File: src/rtl/aether_cmd_decoder.sv
`timescale 1ns/1ps
// aether_cmd_decoder
// Decodes a 24-bit command word {op, sub, arg} every cycle into soft-reset
// pulses, configuration register writes and reads, and pushes into a small
// task FIFO that feeds a downstream engine.
// Build option: define AETHER_CMD_DECODER_ERR_EN to get a sticky err_o for
// illegal commands and dropped pushes. When it is not defined, err_o is tied low.
module aether_cmd_decoder #(
  parameter int FifoDepth = 4,
  parameter int RegCount  = 16
) (
  input  logic        clk_i,
  input  logic        rst_ni,
  input  logic [23:0] cmd_i,
  output logic        task_valid_o,
  input  logic        task_ready_i,
  output logic [3:0]  task_op_o,
  output logic [15:0] task_arg_o,
  output logic [3:0]  soft_rst_o,
  output logic [15:0] data_o,
  output logic        data_valid_o,
  output logic        buffer_full_o,
  output logic        interrupt_o,
  output logic        err_o
);

  localparam int PtrW = (FifoDepth > 1) ? $clog2(FifoDepth) : 1;
  localparam int CntW = PtrW + 1;
  localparam int RegAw = (RegCount > 1) ? $clog2(RegCount) : 1;
  localparam logic [CntW-1:0] DepthC    = CntW'(FifoDepth);
  localparam logic [4:0]      RegCountC = 5'(RegCount);

  localparam logic [3:0] OpReset = 4'd1;
  localparam logic [3:0] OpWrite = 4'd2;
  localparam logic [3:0] OpRead  = 4'd3;
  localparam logic [3:0] OpStart = 4'd4;

  logic [3:0]  op;
  logic [3:0]  sub;
  logic [15:0] arg;

  assign op  = cmd_i[23:20];
  assign sub = cmd_i[19:16];
  assign arg = cmd_i[15:0];

  // Task FIFO state
  logic [19:0]     fifo_q [FifoDepth];
  logic [PtrW-1:0] wr_ptr_q, wr_ptr_d;
  logic [PtrW-1:0] rd_ptr_q, rd_ptr_d;
  logic [CntW-1:0] cnt_q, cnt_d;
  logic [19:0]     head;

  // Configuration registers and registered outputs
  logic [15:0] reg_q [RegCount];
  logic [15:0] rd_val;
  logic [3:0]  srst_q, srst_d;
  logic [15:0] data_q, data_d;
  logic        dv_q, full_q, irq_q;
  logic        full_d, irq_d;

  // Command decode
  logic flush, rst_cmd, reg_hit, wr_en, rd_en, push_req, push, pop;

  assign rst_cmd  = (op == OpReset) && (sub[3:2] == 2'b00);
  assign flush    = (op == OpReset) && (sub == 4'd0);
  assign reg_hit  = ({1'b0, sub} < RegCountC);
  assign wr_en    = (op == OpWrite) && reg_hit;
  assign rd_en    = (op == OpRead);
  assign push_req = (op == OpStart) && !sub[3];
  // A flush wins over a pop that would otherwise happen on the same edge.
  assign pop      = task_valid_o && task_ready_i && !flush;
  // A full FIFO still accepts a push when the head leaves on the same edge.
  assign push     = push_req && ((cnt_q != DepthC) || pop);

  assign rd_val = reg_hit ? reg_q[sub[RegAw-1:0]] : 16'h0000;
  assign head   = fifo_q[rd_ptr_q];

  // Next-state for FIFO pointers, occupancy and the pulse/data outputs
  always_comb begin
    wr_ptr_d = wr_ptr_q;
    rd_ptr_d = rd_ptr_q;
    cnt_d    = cnt_q;
    if (flush) begin
      wr_ptr_d = '0;
      rd_ptr_d = '0;
      cnt_d    = '0;
    end else begin
      if (push) wr_ptr_d = wr_ptr_q + 1'b1;
      if (pop)  rd_ptr_d = rd_ptr_q + 1'b1;
      case ({push, pop})
        2'b10:   cnt_d = cnt_q + 1'b1;
        2'b01:   cnt_d = cnt_q - 1'b1;
        default: cnt_d = cnt_q;
      endcase
    end
    srst_d = rst_cmd ? (4'b0001 << sub[1:0]) : 4'b0000;
    data_d = rd_en ? rd_val : data_q;
    full_d = (cnt_d == DepthC);
    irq_d  = pop && !push && (cnt_q == CntW'(1));
  end

  // FIFO storage; entries are only visible through the valid-gated head
  always_ff @(posedge clk_i) begin
    if (push) fifo_q[wr_ptr_q] <= {sub, arg};
  end

  // FIFO control and registered outputs
  always_ff @(posedge clk_i or negedge rst_ni) begin
    if (!rst_ni) begin
      wr_ptr_q <= '0;
      rd_ptr_q <= '0;
      cnt_q    <= '0;
      srst_q   <= '0;
      data_q   <= '0;
      dv_q     <= 1'b0;
      full_q   <= 1'b0;
      irq_q    <= 1'b0;
    end else begin
      wr_ptr_q <= wr_ptr_d;
      rd_ptr_q <= rd_ptr_d;
      cnt_q    <= cnt_d;
      srst_q   <= srst_d;
      data_q   <= data_d;
      dv_q     <= rd_en;
      full_q   <= full_d;
      irq_q    <= irq_d;
    end
  end

  // Configuration register file; RESET-ALL clears it alongside the FIFO
  always_ff @(posedge clk_i or negedge rst_ni) begin
    if (!rst_ni) begin
      for (int i = 0; i < RegCount; i++) reg_q[i] <= '0;
    end else if (flush) begin
      for (int i = 0; i < RegCount; i++) reg_q[i] <= '0;
    end else if (wr_en) begin
      reg_q[sub[RegAw-1:0]] <= arg;
    end
  end

`ifdef AETHER_CMD_DECODER_ERR_EN
  logic err_q;
  logic illegal;

  assign illegal = (op > OpStart)
                 || ((op == OpReset) && !rst_cmd)
                 || ((op == OpStart) && sub[3])
                 || (push_req && !push);

  // Sticky error flag, cleared only by reset or RESET-ALL
  always_ff @(posedge clk_i or negedge rst_ni) begin
    if (!rst_ni)      err_q <= 1'b0;
    else if (flush)   err_q <= 1'b0;
    else if (illegal) err_q <= 1'b1;
  end

  assign err_o = err_q;
`else
  assign err_o = 1'b0;
`endif

  assign task_valid_o  = (cnt_q != '0);
  assign task_op_o     = task_valid_o ? head[19:16] : 4'h0;
  assign task_arg_o    = task_valid_o ? head[15:0]  : 16'h0000;
  assign soft_rst_o    = srst_q;
  assign data_o        = data_q;
  assign data_valid_o  = dv_q;
  assign buffer_full_o = full_q;
  assign interrupt_o   = irq_q;

endmodule

File: config.mk
export PLATFORM = sky130hd
export DESIGN_NAME = aether_cmd_decoder
export DESIGN_NICKNAME = d
export VERILOG_FILES = /design/src/rtl/aether_cmd_decoder.sv
export SDC_FILE = /design/constraint.sdc
export NUM_CORES = 1
export LEC_CHECK = 0
export ABC_AREA = 1
export CORE_MARGIN = 2
export CORE_UTILIZATION = 50
export CTS_CLUSTER_DIAMETER = 80
export DETAILED_ROUTE_END_ITERATION = 10
export GPL_TIMING_DRIVEN = 1
export PLACE_DENSITY = 0.79
export SYNTH_ARGS = -nofsm -noshare
export SYNTH_HDL_FRONTEND = slang
export SYNTH_SLANG_ARGS = --single-unit
export TNS_END_PERCENT = 10
File: constraint.sdc
create_clock -name clk_i -period 3.6 [get_ports clk_i]
set_input_delay 0.36 -clock clk_i [delete_from_list [all_inputs] [get_ports clk_i]]
set_output_delay 0.36 -clock clk_i [all_outputs]
set_load 0.005 [all_outputs]
==> metrics.txt, run 1 <==
Avg Cell Area, Syn 9.705 µm²; top cell family by delay on the critical path buffers and inverters; DRT Pass-1 Iters 6; setup bufs post-CTS 0; CP max FO 22; clk_lat worst skew 0.52 ns; Routed WL per cell 20.78 µm; Worst path slowest cell dfrtp_2; Final Hold Fails 0; sw frac 0.2793; I/O Buffers 70; relative slew slack 0.3007; antenna cells 0; Final Worst Setup Slack 0.5124 ns; largest net degree at the start of global routing 126; Area after DPL 16,900 µm²; peak supply drop 0.3306 mV; CTS tree built; arrival time of the worst setup path 2.73 ns; pre-CTS worst setup slack 0.6076 ns; measured slew at the worst slew-check pin 1.046 ns; Post-Route WL 43.58 mm; CP Cell Sequence inv_1 -> nor2_1 -> o21ai_0 -> a21oi_1 -> clkdlybuf4s50_1; r2r startpoint cnt_q[0]; Reg power frac 0.455; RSZ-0062 raised after global routing false; NetSw 2.972 mW; fin crit share 0.8577; 1st-iter DRT viols 1,522; worst setup path startpoint rd_ptr_q[1]; clk_skew 0.01334 ns; FMAX 0.3239 GHz; vias per inst 6.265; routability cong. 0.8860; Seq/Total Area, Yosys 0.5970; Clock Tree Root clkbuf_16; core area 31,560 µm²; number of distinct library cells after synthesis 32; P_leak 7.885 nW; global-route wire length before repair 69.26 mm; crit start category flip-flop; Die Y 183.0 µm; Worst Path Required 3.24 ns; Num CTS Buffers 38; YS warnings 0; crit-path max cell delay 0.63 ns; CTS clk-pin slew, worst paths 0.06 ns; number of global-route vias before repair 12,640; CP Capture Type output pin; DRC errors left 0; cells after synthesis 1,650; Slew Limit Fails 0; Post-Route Setup TNS 0 ns; share of layout cells above drive strength 1 0.07198; # clock sinks 366; row cnt 65; Synthesized Nets 1,685; htree depth 2; Nets 1,702; Clk pwr share 0.353; Final HPWL DP 27.07 mm; CP Buf/Inv Count 2; Final Util 0.5733; commonest non-fill, non-tap cell in the layout dfrtp_1; final setup fails 0; starting density of the core 0.5075; Int Power 7.669 mW; Clock Tree Buf Depth 3; Layout area overhead 12.98%; Yosys reg bits 366; Worst Setup Path Type reg -> out; Die X 183.0 µm; IO Pins 72; Max Cap Viol 0; outcome finished, final reports clean; Combinational Power Share 0.192; initial antenna violation count 0; fill count 2,616; pwr dens 588.2 nW/µm²; grt ovf 0; total number of vias 13,140; Cell Area, Synth 16,010 µm²; post-layout instance area 18,090 µm²; commonest cells after routing, fill and taps aside dfrtp_1 (285), nand3_1 (245), o21ai_0 (241); Total GRT Usage 0.2632; crit path time final 3.088 ns; antenna-violating nets left 0; class of the worst hold path in -> async; die area 33,470 µm²
synthesized netlist by cell type:
master	count	share of area
clkbuf_1	75	0.018
nor2_1	123	0.029
conb_1	1	0.00023
a21o_1	1	0.00047
edfxtp_1	80	0.15
a22oi_1	108	0.051
clkinv_1	1	0.00023
nand2_1	208	0.049
xor2_1	2	0.0011
a21oi_1	21	0.0066
inv_2	4	0.00094
dfrtp_1	286	0.45
o31ai_1	8	0.0038
nand2_4	3	0.0021
buf_4	4	0.0019
buf_1	14	0.0033
inv_1	65	0.015
nand4_1	12	0.0047
nor2_4	2	0.0014
o21ai_0	241	0.075
nand3_1	245	0.077
buf_6	23	0.016
nor2_2	2	0.00078
nand3_2	2	0.0013
o21ai_1	38	0.012
ha_1	8	0.0063
nor3_1	3	0.00094
o22ai_1	38	0.015
nand3b_1	1	0.00047
nand2_2	7	0.0027
buf_2	22	0.0069
nor3_2	2	0.0013
sequential cells by signal (all words and copies together), names as in the netlist:
name,count
buffer_full_o,1
cnt_q,3
data_o,16
data_valid_o,1
fifo_q,80
interrupt_o,1
rd_ptr_q,2
reg_q,256
soft_rst_o,4
wr_ptr_q,2
path summary, 6_finish.rpt:
| check | to | slack, ns | cells after the start |
|---|---|---|---|
| max in group asynchronous | reg_q[145] | 2.17 | 3 |
| setup / recovery | task_arg_o[5] | 0.51 | 5 |
| hold reg to reg | data_o[3] | 0.48 | 2 |
| min in group clk_i | data_o[3] | 0.48 | 2 |
| setup reg to reg | fifo_q[1][3] | 1.18 | 11 |
| hold / removal | reg_q[179] | 0.37 | 2 |
per-stage QoR:
| step | hold WS [ns] | instances | power, mW |
|---|---|---|---|
| finish | 0.3733 | 2097 | 10.64 |
| global route | 0.4121 | 2097 | 11.12 |
| CTS | 0.3957 | 2097 | 10.66 |
| detailed placement | 0.3529 | 2028 | 6.925 |
| global placement | 0.3539 | 2028 | 6.832 |
| floorplan | 0.06441 | 1650 | 5.987 |
power groups by stage:
| stage | Combinational (mW) | Clock (mW) | Sequential [mW] |
|---|---|---|---|
| 3_5_place_dp | 2.02 | 0 | 4.90 |
| 6_report | 2.04 | 3.76 | 4.84 |
| 4_1_cts | 2.04 | 3.79 | 4.83 |
| 3_3_place_gp | 1.94 | 0 | 4.89 |
| 5_1_grt | 2.28 | 3.96 | 4.88 |
| 2_1_floorplan | 1.18 | 0 | 4.81 |
per-layer routing:
layer,wire (µm),global-route usage,vias to the layer above
li1,-,-,5808
met1,17420,0.3586,6451
met2,20250,0.4171,749
met3,4077,0.05123,129
met4,1839,0.1091,0
met5,0,0,-
kinds of logic after synthesis:
group | Yosys count | synth area share
simple gates | 610 | 0.1698
compound gates | 455 | 0.1635
fa+ha+maj | 8 | 0.006251
flops | 366 | 0.5970
xor+xnor | 2 | 0.001094
other cells | 1 | 0.0002342
buf+inv | 208 | 0.06220
what timing repair did:
item,4_1_cts,5_1_grt
endpoints found under the setup margin,0,3
hold endpoints to repair,64,0
hold buffers,1,0
gates resized for setup,0,1
area by class of cell:
class | count | area, µm² | area share
clock buffers | 52 | 1087 | 0.06010
flip-flops and latches | 366 | 9560 | 0.5285
multi-input cells | 1076 | 5485 | 0.3032
repair buffers | 115 | 1096 | 0.06059
clock inverters | 16 | 96.34 | 0.005325
inverters | 70 | 262.8 | 0.01452
well taps | 402 | 503.0 | 0.02780
No activity file was read; power rests on OpenSTA's default activity.
==> run 2: changes to the inputs <==
Settings changed: GPL_TIMING_DRIVEN 1 to 0, SETUP_SLACK_MARGIN set to 0.05.
==> run 2 against run 1 <==
  * Largest cell class unchanged
  * First-iteration DRC count up 20%
  * Clock-buffer cell count fell by 5
  * Register-to-register slack got worse by 0.20 ns
  * Sequential power fell by 1%
  * Non-clock buffer count grew 100
  * Sequential cell count unchanged
==> metrics.txt, run 2 (synthesis results as in run 1) <==
fill count 2,621; row cnt 65; commonest cells after routing, fill and taps aside dfrtp_1 (286), nand3_1 (245), o21ai_0 (241); Post-Route Setup TNS 0 ns; Slew Limit Fails 0; crit path time final 3.041 ns; Area after DPL 17,360 µm²; relative slew slack 0.3672; IO Pins 72; core area 31,560 µm²; number of global-route vias before repair 13,480; sequential cell area 9559 µm²; crit start category flip-flop; Die Y 183.0 µm; FMAX 0.3288 GHz; htree depth 2; Final HPWL DP 35.56 mm; CP max FO 10; # clock sinks 366; arrival time of the worst setup path 2.68 ns; total number of vias 13,800; post-layout instance area 18,670 µm²; Worst Path Required 3.24 ns; global-route wire length before repair 78.96 mm; antenna-violating nets left 0; grt ovf 0; placed insts 2,128; Post-Route WL 51.25 mm; Clock Tree Root clkbuf_16; Die X 183.0 µm; CTS tree built; measured slew at the worst slew-check pin 0.9441 ns; worst setup path startpoint cnt_q[0]; 1st-iter DRT viols 1,824; pwr dens 591.8 nW/µm²; outcome finished, final reports clean; I/O Buffers 70; DRC errors left 0; die area 33,470 µm²; CP Capture Type output pin; Nets 1,802; initial antenna violation count 0; Final Hold Fails 0; Worst Setup Path Type reg -> out; final setup fails 0; starting density of the core 0.5075; CTS clk-pin slew, worst paths 0.06 ns; Total GRT Usage 0.3089; peak supply drop 0.3393 mV; setup bufs post-CTS 0; vias per inst 6.271; Clock Tree Buf Depth 3; DRT Pass-1 Iters 6; Final Util 0.5916; clk_lat worst skew 0.54 ns; P_leak 8.123 nW; RSZ-0062 raised after global routing false; flip-flop count of the largest register after layout 256; share of layout cells above drive strength 1 0.07962; Routed WL per cell 23.29 µm; largest net degree at the start of global routing 125; class of the worst hold path in -> async; commonest non-fill, non-tap cell in the layout dfrtp_1; multi-input gate area in the final layout 5468 µm²; Max Cap Viol 0; Layout area overhead 16.58%; CTS Hold Bufs 1; Gates resized, CTS repair 0; Largest Register reg_q; r2r startpoint cnt_q[0]; clk_skew 0.02541 ns; Finished Layout Cells 2,200; fin crit share 0.8448; Num CTS Buffers 38; routability cong. 1.017
run 2: cell type report:
class                   instances  share of cell area
well taps                     402             0.02694
flip-flops and latches        366              0.5121
clock inverters                22             0.01387
multi-input cells            1076              0.2929
diodes                          2           0.0002681
repair buffers                 77             0.04517
inverters                      70             0.01408
clock buffers                  47             0.05543
plain buffers                 138             0.03928
run 2: worst paths after layout:
check / slack, ns / cells after the start / end
min in group clk_i: 0.48 / 2 / data_o[5]
worst max register to register: 0.98 / 10 / fifo_q[3][17]
max in group asynchronous: 2.27 / 3 / reg_q[207]
worst max-delay path: 0.56 / 7 / task_arg_o[10]
worst min-delay path: 0.35 / 2 / reg_q[123]
worst min register to register: 0.48 / 2 / data_o[5]
run 2: layer usage:
layer / routed length [µm] / share of wire / GRT usage / up-vias
met5: 0 / 0 / 0 / -
met4: 2954 / 0.058 / 0.1654 / 0
met3: 5477 / 0.11 / 0.06990 / 165
met2: 23020 / 0.45 / 0.4794 / 927
met1: 19800 / 0.39 / 0.4074 / 6679
li1: - / - / - / 6025
run 2: power by group:
group	switching, mW	internal, mW	total [mW]
Clock	1.65	2.42	4.07
Sequential	0.188	4.60	4.79
Combinational	1.28	0.919	2.20
Total	3.12	7.93	11.0
run 2: stage by stage:
step | power [mW] | hold slack, ns | worst slack, ns
after detailed placement | 7.017 | 0.3405 | 0.3225
after global placement | 6.920 | 0.4656 | -9.817
after floorplan | 5.987 | 0.06441 | 1.027
final | 11.05 | 0.3534 | 0.5587
after CTS | 11.05 | 0.3843 | 0.5319
after global routing | 11.54 | 0.4094 | 0.3807
run 2: worst max-delay path, cell delays in order (launching register included):
cell and delay (ns):
dfrtp_1 0.41, inv_1 0.12, ha_1 0.20, inv_1 0.04, nor2_1 0.33, clkbuf_1 0.43
a21oi_1 0.11, clkdlybuf4s50_1 0.50
==> run 3: changes to the inputs <==
Clock period 3.6 ns to 2.91 ns, I/O delays scaled along.
==> run 3 against run 2 <==
  * Setup slack got worse by 0.43 ns
  * Sequential power rose by 24%
  * Die area did not move
  * Clock power rose by 24%
  * Critical path depth rose by 2
  * Via count rose by 0.10%
  * Non-clock buffer count fell by 1
  * Core utilization barely moved
  * Sequential share of layout area barely moved
  * Sequential cell count did not move
  * Power rose by 24%
  * Critical path type is now in -> reg
  * Critical endpoint is now reg_q[71]
  * Highest routed layer unchanged
==> metrics.txt, run 3 (synthesis results as in run 1) <==
outcome finished, final reports clean; Final Hold Fails 0; number of global-route vias before repair 13,480; Reg2Reg Setup Slack 0.33 ns; clk_skew 0.02616 ns; Num CTS Buffers 38; Final HPWL DP 35.56 mm; core area 31,560 µm²; peak supply drop 0.4216 mV; r2r startpoint cnt_q[0]; pre-CTS worst setup slack -0.2985 ns; die area 33,470 µm²; clk_lat worst skew 0.54 ns; routability cong. 1.017; Max Cap Viol 0; Int Power 9.832 mW; Routed WL per cell 23.34 µm; FMAX 0.3591 GHz; total number of vias 13,810; post-layout instance area 18,680 µm²; Reg2Reg Depth 10; Die Y 183.0 µm; grt ovf 0; crit path time final 2.785 ns; I/O Buffers 70; Clock Tree Buf Depth 3; NetSw 3.853 mW; CTS clk-pin slew, worst paths 0.06 ns; largest net degree at the start of global routing 125; DRC errors left 0; Post-Route WL 51.28 mm; fill count 2,624; Layout area overhead 16.64%; Finished Layout Cells 2,197; Nets 1,801; share of layout cells above drive strength 1 0.08579; RSZ-0062 raised after global routing false; CTS tree built; crit start category primary input; multi-input gate area in the final layout 5470 µm²; class of the worst hold path in -> async; Die X 183.0 µm; final setup fails 0; Clock Tree Root clkbuf_16; Final Worst Setup Slack 0.1252 ns; relative slew slack 0.3653; Worst Path Required 3.26 ns; IO Pins 72; vias per inst 6.286; CP Capture Type flip-flop; sw frac 0.2815; Slew Limit Fails 0; Worst setup endpoint reg_q[71]; antenna cells 0; Area after DPL 17,360 µm²; CP max FO 10; DRT Pass-1 Iters 5; arrival time of the worst setup path 3.14 ns; worst setup path startpoint cmd_i[19]; # clock sinks 366; starting density of the core 0.5075; row cnt 65; global-route wire length before repair 78.92 mm; flip-flop count of the largest register after layout 256; measured slew at the worst slew-check pin 0.9469 ns; sequential cell area 9559 µm²; htree depth 2; pwr dens 732.7 nW/µm²; commonest non-fill, non-tap cell in the layout dfrtp_1; Combinational Power Share 0.199; Reg power frac 0.433; initial antenna violation count 0; antenna-violating nets left 0; FF-to-FF End fifo_q[3][17]; Final Power 13.68 mW; P_leak 8.152 nW; Worst Setup Path Type in -> reg; fin crit share 0.9570; Largest Register reg_q; Clk pwr share 0.368; commonest cells after routing, fill and taps aside dfrtp_1 (286), nand3_1 (245), o21ai_0 (241); placed insts 2,128; Total GRT Usage 0.3088; 1st-iter DRT viols 1,682
[run 3: cell count changes in the layout (fill, tap and decap cells not counted)]
| cell | change |
|---|---|
| buf_2 | +1 |
| nor2_2 | +1 |
| clkbuf_2 | +8 |
| clkbuf_4 | +1 |
| nor2_1 | -1 |
| diode_2 | -2 |
| clkbuf_1 | -11 |
[run 3: power groups by stage]
stage                     registers (mW)  clock network, mW  logic (mW)
after floorplan                     5.95                  0        1.46
after global placement              5.99                  0        2.57
after detailed placement            6.00                  0        2.68
after CTS                           5.91               5.05        2.71
after global routing                5.98               5.29        3.03
final                               5.93               5.03        2.72
[run 3: worst max-delay path, cell delays in order]
cell	delay, ns
clkdlybuf4s50_1	0.70
inv_1	0.20
nand2_1	0.26
nor2_4	0.09
nand2_4	0.12
buf_6	0.18
buf_6	0.18
nand3_1	0.45
o31ai_1	0.65
[run 3: metal layers]
| layer | global-route usage | part of all wire | vias up |
|---|---|---|---|
| met4 | 0.1648 | 0.064 | 0 |
| met2 | 0.4795 | 0.45 | 894 |
| met3 | 0.06990 | 0.11 | 187 |
| met1 | 0.4072 | 0.38 | 6706 |
| li1 | - | - | 6023 |
| met5 | 0 | 0 | - |
[run 3: worst min path at each step]
stage                from       endpoint  slack [ns]  depth (start not counted)
6_report           rst_ni     reg_q[123]        0.29                          2
5_1_grt            rst_ni     reg_q[123]        0.34                          2
4_1_cts            rst_ni     reg_q[123]        0.32                          2
3_5_place_dp       rst_ni     reg_q[123]        0.27                          1
3_3_place_gp   reg_q[253]     reg_q[253]        0.47                          2
2_1_floorplan      rst_ni  buffer_full_o      -0.005                          0
[run 3: repair_timing]
item | 4_1_cts | 5_1_grt
endpoints found under the hold margin | 62 | 0
resized for setup | 4 | 16
gates cloned | 0 | 0
buffers inserted | 0 | 0
hold buffers | 1 | 0
endpoints found under the setup margin | 21 | 21
[run 3: area by class of cell]
type	instances	area share
sequential	366	0.5118
multi-input combinational	1076	0.2929
inverter	70	0.01407
clock buffer	47	0.05540
timing repair buffer	77	0.04515
clock inverter	22	0.01387
buffer	137	0.03986
tap	402	0.02693
[run 3: stage by stage]
step	hold slack (ns)	TNS, ns	utilization
finish	0.2852	0	0.5919
global route	0.3404	0	0.5919
CTS	0.3153	0	0.5916
detailed placement	0.2715	-14.12	0.5501
global placement	0.4656	-3052.35	0.5456
floorplan	-0.004591	0	-
